**src/rtl/sha256_msg_server.sv**
```systemverilog
// Message-word responder for the SHA-256 stream core. Holds the 80-byte block
// header and a live nonce, and serves the three padded chunks of a double hash.
//
// Handshake: the initiator raises rq with addr/mode and holds it. rdy pulses
// for exactly one cycle with data valid. The server then waits in RELEASE
// until rq is seen low, so a held rq is never acknowledged twice.
module sha256_msg_server #(
  parameter int unsigned WAIT_CYCLES = 1,
  parameter int unsigned NONCE_WORD  = 19
) (
  input  logic         clk,
  input  logic         rst_n,
  input  logic         rq,
  input  logic [3:0]   addr,
  output logic [31:0]  data,
  output logic         rdy,
  input  logic [1:0]   mode,
  input  logic [255:0] digest_in,
  input  logic         wr_en,
  input  logic [4:0]   wr_addr,
  input  logic [31:0]  wr_data,
  input  logic         nonce_load,
  input  logic [31:0]  nonce_init,
  input  logic         nonce_inc,
  output logic [31:0]  nonce,
  output logic         nonce_wrap,
  output logic         busy
);

  localparam logic [3:0] WAIT_INIT = 4'(WAIT_CYCLES);
  localparam logic [4:0] NONCE_IDX = 5'(NONCE_WORD);
  localparam logic [4:0] HDR_WORDS = 5'd20;

  typedef enum logic [1:0] {
    S_IDLE    = 2'd0,
    S_WAIT    = 2'd1,
    S_ACK     = 2'd2,
    S_RELEASE = 2'd3
  } state_t;

  state_t      state;
  state_t      state_nxt;
  logic [3:0]  cnt;
  logic [3:0]  addr_q;
  logic [1:0]  mode_q;
  logic        load_data;
  logic [31:0] hw [20];

  logic [3:0]  sel_addr;
  logic [1:0]  sel_mode;
  logic [31:0] word;
  logic [4:0]  hdr_idx;
  logic        use_hdr;
  logic [31:0] dw [8];

  // ---------------------------------------------------------------------------
  // Control FSM
  // ---------------------------------------------------------------------------
  always_comb begin
    state_nxt = state;
    load_data = 1'b0;
    case (state)
      S_IDLE: begin
        if (rq) begin
          if (WAIT_CYCLES == 0) begin
            state_nxt = S_ACK;
            load_data = 1'b1;
          end else begin
            state_nxt = S_WAIT;
          end
        end
      end
      S_WAIT: begin
        if (cnt <= 4'd1) begin
          state_nxt = S_ACK;
          load_data = 1'b1;
        end
      end
      S_ACK: state_nxt = S_RELEASE;
      S_RELEASE: begin
        if (!rq) state_nxt = S_IDLE;
      end
      default: state_nxt = S_IDLE;
    endcase
  end

  always_ff @(posedge clk) begin
    if (!rst_n) begin
      state  <= S_IDLE;
      cnt    <= 4'd0;
      addr_q <= 4'd0;
      mode_q <= 2'd0;
      data   <= 32'd0;
      rdy    <= 1'b0;
    end else begin
      state <= state_nxt;
      if (state == S_IDLE && rq) begin
        addr_q <= addr;
        mode_q <= mode;
        cnt    <= WAIT_INIT;
      end else if (state == S_WAIT && cnt != 4'd0) begin
        cnt <= cnt - 4'd1;
      end
      if (load_data) data <= word;
      rdy <= load_data;
    end
  end

  assign busy = (state != S_IDLE);

  // ---------------------------------------------------------------------------
  // Word map. With zero wait cycles data is registered on the accepting edge,
  // so the live addr/mode are used there; otherwise the latched copies.
  // ---------------------------------------------------------------------------
  assign sel_addr = (state == S_IDLE) ? addr : addr_q;
  assign sel_mode = (state == S_IDLE) ? mode : mode_q;

  always_comb begin
    for (int i = 0; i < 8; i++) begin
      dw[i] = digest_in[255 - 32*i -: 32];
    end
  end

  always_comb begin
    word    = 32'd0;
    hdr_idx = 5'd0;
    use_hdr = 1'b0;
    case (sel_mode)
      2'd0: begin
        use_hdr = 1'b1;
        hdr_idx = {1'b0, sel_addr};
      end
      2'd1: begin
        if (sel_addr < 4'd4) begin
          use_hdr = 1'b1;
          hdr_idx = 5'd16 + {3'b000, sel_addr[1:0]};
        end else if (sel_addr == 4'd4) begin
          word = 32'h8000_0000;
        end else if (sel_addr == 4'd15) begin
          word = 32'h0000_0280;
        end
      end
      2'd2: begin
        if (sel_addr < 4'd8) begin
          word = dw[sel_addr[2:0]];
        end else if (sel_addr == 4'd8) begin
          word = 32'h8000_0000;
        end else if (sel_addr == 4'd15) begin
          word = 32'h0000_0100;
        end
      end
      default: word = 32'd0;
    endcase
    // The nonce slot is always fed from the live counter, never the stored word.
    if (use_hdr) begin
      word = (hdr_idx == NONCE_IDX) ? nonce : hw[hdr_idx];
    end
  end

  // ---------------------------------------------------------------------------
  // Header storage and nonce counter
  // ---------------------------------------------------------------------------
  always_ff @(posedge clk) begin
    if (!rst_n) begin
      for (int i = 0; i < 20; i++) hw[i] <= 32'd0;
    end else if (wr_en && wr_addr < HDR_WORDS) begin
      hw[wr_addr] <= wr_data;
    end
  end

  always_ff @(posedge clk) begin
    if (!rst_n) begin
      nonce      <= 32'd0;
      nonce_wrap <= 1'b0;
    end else if (nonce_load) begin
      nonce      <= nonce_init;
      nonce_wrap <= 1'b0;
    end else if (nonce_inc) begin
      nonce      <= nonce + 32'd1;
      nonce_wrap <= (nonce == 32'hFFFF_FFFF);
    end else begin
      nonce_wrap <= 1'b0;
    end
  end

endmodule
```
**config.mk**
```make
export PLATFORM = sky130hd
export DESIGN_NAME = sha256_msg_server
export DESIGN_NICKNAME = d
export VERILOG_FILES = /design/src/rtl/sha256_msg_server.sv
export SDC_FILE = /design/constraint.sdc
export NUM_CORES = 2
export LEC_CHECK = 0
export ABC_AREA = 1
export BUFFER_PORTS_ARGS = -buffer_cell sky130_fd_sc_hd__buf_2
export CORE_UTILIZATION = 40
export DETAILED_ROUTE_END_ITERATION = 8
export SLEW_MARGIN = 20
export SYNTH_ARGS = -nofsm -noshare
export SYNTH_HDL_FRONTEND = slang
export SYNTH_SLANG_ARGS = --single-unit
```
**constraint.sdc**
```tcl
create_clock -name clk -period 6.96 [get_ports clk]
set_clock_uncertainty 0.2 [all_clocks]
set_input_delay 0.696 -clock clk [delete_from_list [all_inputs] [get_ports clk]]
set_output_delay 0.696 -clock clk [all_outputs]
set_load 0.005 [all_outputs]
```
==> Implementation_results.wiki <==
{| class="wikitable"
! Metric !! Value
|-
| Worst IR Drop VDD || 0.0002739 V
|-
| Final Worst Setup Slack || 2.167 ns
|-
| Slew HR || 27.67%
|-
| Area of the placeable core || 95,290 um^2
|-
| Total congestion overflow || 0
|-
| Initial antenna violation count || 8
|-
| Least-Margin Pin Slew || 1.084 ns
|-
| Antenna violation net count after detailed routing || 0
|-
| Clock H-tree levels || 3
|-
| Required time worst endpoint || 7.33 ns
|-
| # setup viols final || 0
|-
| First-pass GRT wire length || 201,200 um
|-
| Area taken by flip-flops and latches || 22,940 um^2
|-
| Number of synthesis warnings || 0
|-
| Unique cell type count in the Yosys netlist || 45
|-
| Number of sinks driven by the clock tree || 790
|-
| Number of rows created at floorplan || 113
|-
| Die outline area || 97,800 um^2
|-
| Terminating pin of the worst hold path || addr_q[1]$_SDFFE_PN0P_
|-
| FF-to-FF End || data[27]$_SDFFE_PN0P_
|-
| Arithmetic-cell share of the synthesized area counting full adders, half adders and majority gates || 0.3240%
|-
| I/O pin cnt || 404
|-
| Multiplexer share of the synthesized area || 0%
|-
| Worst-case register-to-register setup slack || 2.17 ns
|-
| Clock edge transition at the registers on the reported setup and hold paths || 0.06 ns
|-
| Input/output buffers || 403
|-
| Most common cell on crit path || nand2_1
|-
| Commonest non-fill, non-tap cells in the layout || 920 x nor2_1, 712 x edfxtp_1, 660 x nand2_1
|-
| Avg WL per Cell || 23.53 um
|-
| # DRC || 0
|-
| Synth Flop Type || edfxtp_1
|-
| Post CTS Setup Buffer Count || 0
|-
| TritonCTS clock tree || yes
|-
| Maximum fanout encountered on the critical timing path || 105
|-
| Initial core utilization || 40.53%
|-
| Count of routing violations after the opening detailed-route iteration || 3,436
|-
| Post-synthesis xor/xnor area fraction || 0.5896%
|-
| PostCTS Resize Cnt || 0
|-
| Beginning of the worst hold path || addr[1]
|-
| Via count || 32,530
|-
| Mean cell area of the mapped netlist || 9.085 um^2
|-
| Clock tree buffer depth || 3
|-
| Hold-critical path depth || 3
|-
| Post-Synth Simple-Gate Area || 20.08%
|-
| Crit start category || register
|-
| Share of cells above drive strength 1 || 13.87%
|-
| Worst reg2reg path depth || 23
|-
| Filler cell count || 9,198
|-
| Power Total || 16.89 mW
|-
| Arrival @ worst endpoint || 5.16 ns
|-
| Count of flip-flops with a built-in enable after synthesis || 712
|-
| Max Cap Viol || 0
|-
| Dominant combinational cell family by area after synthesis || simple AND/OR/NAND/NOR gates
|-
| Area taken by multi-input logic gates || 13,250 um^2
|-
| First drt pass iteration count || 6
|-
| Compound-gate portion of the synthesized area || 12.48%
|-
| Final-layout setup total negative slack || 0 ns
|-
| Number of endpoints with negative hold slack in the final report || 0
|-
| Final period demand of the worst path || 4.793 ns
|-
| Overall routed net length || 138,200 um
|-
| Root Buffer Master || clkbuf_16
|-
| Pin count of the biggest net entering global routing || 195
|-
| Standard cell with the maximum stage delay on the critical path || nand2_8
|-
| Post-placement setup slack || 2.214 ns
|-
| Area delta synth->final || 14.99%
|-
| Die width || 312.7 um
|-
| Worst-Skew Late Latency || 0.64 ns
|-
| Share of the clock period used by the worst path after layout || 68.87%
|-
| Achievable frequency || 208.6 MHz
|-
| Final Max Slew Viols || 0
|-
| Combined global-route utilization of all metal layers || 27.62%
|-
| Synth Register Bits || 790
|-
| Share of flip-flops with an asynchronous set or reset || 0%
|-
| Final GP Congestion || 0.9571
|-
| Final net count || 4,882
|-
| Cell area power density || 380.3 nW/um^2
|-
| Unrepaired setup endpoints after global routing || no
|-
| Part of the Yosys area used for sequential elements || 59.40%
|-
| CP Cell Sequence || inv_1 > ha_1 > inv_2 > nand2_1 > nand2_2 > inv_1 > ha_1 > inv_1 > nor2_2 > nand2_8 > nand2_8 > nand2_8 > buf_4 > buf_4 > nand2_1 > nand3_1 > nand3_1 > nand3_1 > nand2_1 > nand2_1 > nand3_1 > nand2_1 > a21oi_1
|-
| Start of the worst register-to-register path || state[1]$_SDFFE_PN0P_
|-
| P_leak || 18.18 nW
|-
| DR vias/cell || 5.538
|-
| Post-synthesis cell count || 4,251
|-
| Inserted Clock Buffers || 86
|-
| DIE HEIGHT || 312.7 um
|-
| Placed standard-cell area || 41,670 um^2
|-
| Delay of the slowest cell on the worst path || 0.49 ns
|-
| Type of the worst min-delay path || in -> reg
|-
| Nature of the critical path endpoint || register
|-
| Number of hold buffers added after CTS || 0
|-
| Number of global-route vias before repair || 30,250
|-
| Core occupancy in the finished layout || 46.60%
|-
| Most frequent standard cell in the layout excluding fill and tap cells || nor2_1
|-
| Combined area of all synthesized cells || 38,620 um^2
|-
| Status || complete, no violations
|-
| Area of all placed cells without fillers || 44,410 um^2
|-
| Post-detailed-placement half-perimeter wirelength || 86,850 um
|-
| Critical setup path kind || reg -> reg
|}
==> where the power goes <==
part	leakage (nW)	internal, mW	switching (mW)
Combinational	9.42	1.79	4.87
Sequential	7.43	5.52	0.202
Clock	1.33	2.61	1.90
Total	18.2	9.92	6.97
==> kinds of logic (layout without fill, tap and decap cells) <==
family,Yosys count,in the layout
compound gates,835,835
xor+xnor,26,26
fa+ha+maj,10,10
buf+inv,678,962
flops,790,790
other cells,1,76
simple gates,1911,1911
==> worst max-delay path by stage <==
stage,start,end,slack [ns],depth (start not counted)
4_1_cts,state[0]$_SDFFE_PN0P_,data[1]$_SDFFE_PN0P_,2.18,21
6_report,state[1]$_SDFFE_PN0P_,data[27]$_SDFFE_PN0P_,2.17,23
2_1_floorplan,rst_n,hw[11][0]$_SDFFCE_PN0P_,3.73,6
3_3_place_gp,state[0]$_SDFFE_PN0P_,data[27]$_SDFFE_PN0P_,2.31,23
5_1_grt,state[0]$_SDFFE_PN0P_,data[27]$_SDFFE_PN0P_,1.83,23
3_5_place_dp,state[0]$_SDFFE_PN0P_,data[27]$_SDFFE_PN0P_,2.21,23
==> cell usage after synthesis (2+ instances only) <==
cell type,n,share of area [%]
a31oi_1,23,0.37
o211ai_1,18,0.35
nor2_2,3,0.049
o2111ai_1,9,0.20
edfxtp_1,712,55
inv_1,312,3.0
ha_1,10,0.32
nor3_1,21,0.27
a32o_1,56,1.5
dfxtp_1,78,4.0
buf_2,68,0.88
nand2_2,6,0.097
nand3b_1,31,0.60
nor2_1,924,9.0
a21oi_1,260,3.4
a211oi_1,2,0.039
buf_4,8,0.16
buf_1,37,0.36
o21ai_0,221,2.9
buf_6,12,0.35
xnor2_1,12,0.27
clkbuf_1,231,2.2
nand2_8,2,0.10
nand3_1,237,3.1
o21ai_1,160,2.1
nand2_1,662,6.4
or2_2,11,0.18
a22oi_1,2,0.039
inv_2,9,0.087
o221ai_1,50,1.1
o22ai_1,29,0.47
nand2_4,2,0.058
nand4_1,8,0.13
xor2_1,14,0.32
==> cell type report <==
| class | count | share of cell area [%] |
|---|---|---|
| timing repair buffer | 481 | 6.029 |
| clock buffer | 121 | 5.373 |
| sequential | 790 | 51.66 |
| antenna | 4 | 0.02254 |
| multi-input combinational | 2854 | 29.83 |
| clock inverter | 38 | 0.7860 |
| tap | 1265 | 3.564 |
| inverter | 322 | 2.736 |
==> registers in the layout (all words and copies together) (netlist names) <==
signal      cells
hw            712
data           32
nonce          32
addr_q          4
cnt             4
mode_q          2
state           2
nonce_wrap      1
rdy             1
==> metrics by stage <==
step | hold slack (ns) | cells
2_1_floorplan | 0.2440 | 4322
3_3_place_gp | 0.2741 | 5712
3_5_place_dp | 0.2732 | 5712
4_1_cts | 0.07692 | 5871
5_1_grt | 0.1266 | 5871
6_report | 0.1132 | 5875
==> per-layer routing <==
| metal | global-route usage, % | up-vias | share of wire, % |
|---|---|---|---|
| li1 | - | 14910 | - |
| met1 | 36.55 | 15720 | 39 |
| met2 | 43.84 | 1642 | 46 |
| met3 | 4.890 | 256 | 9.4 |
| met4 | 13.53 | 4 | 5.2 |
| met5 | 0 | - | 0.015 |
==> critical path, delay by kind of cell (launching register included) <==
kind,cells,cell delay [ns]
AND/OR/NAND/NOR,14,2.31
buffers and inverters,6,1.08
adder cells (fa/ha/maj),2,0.58
flip-flops,1,0.32
AO/OA/AOI/OAI,1,0.14
Power figures use the tool's default switching activity.
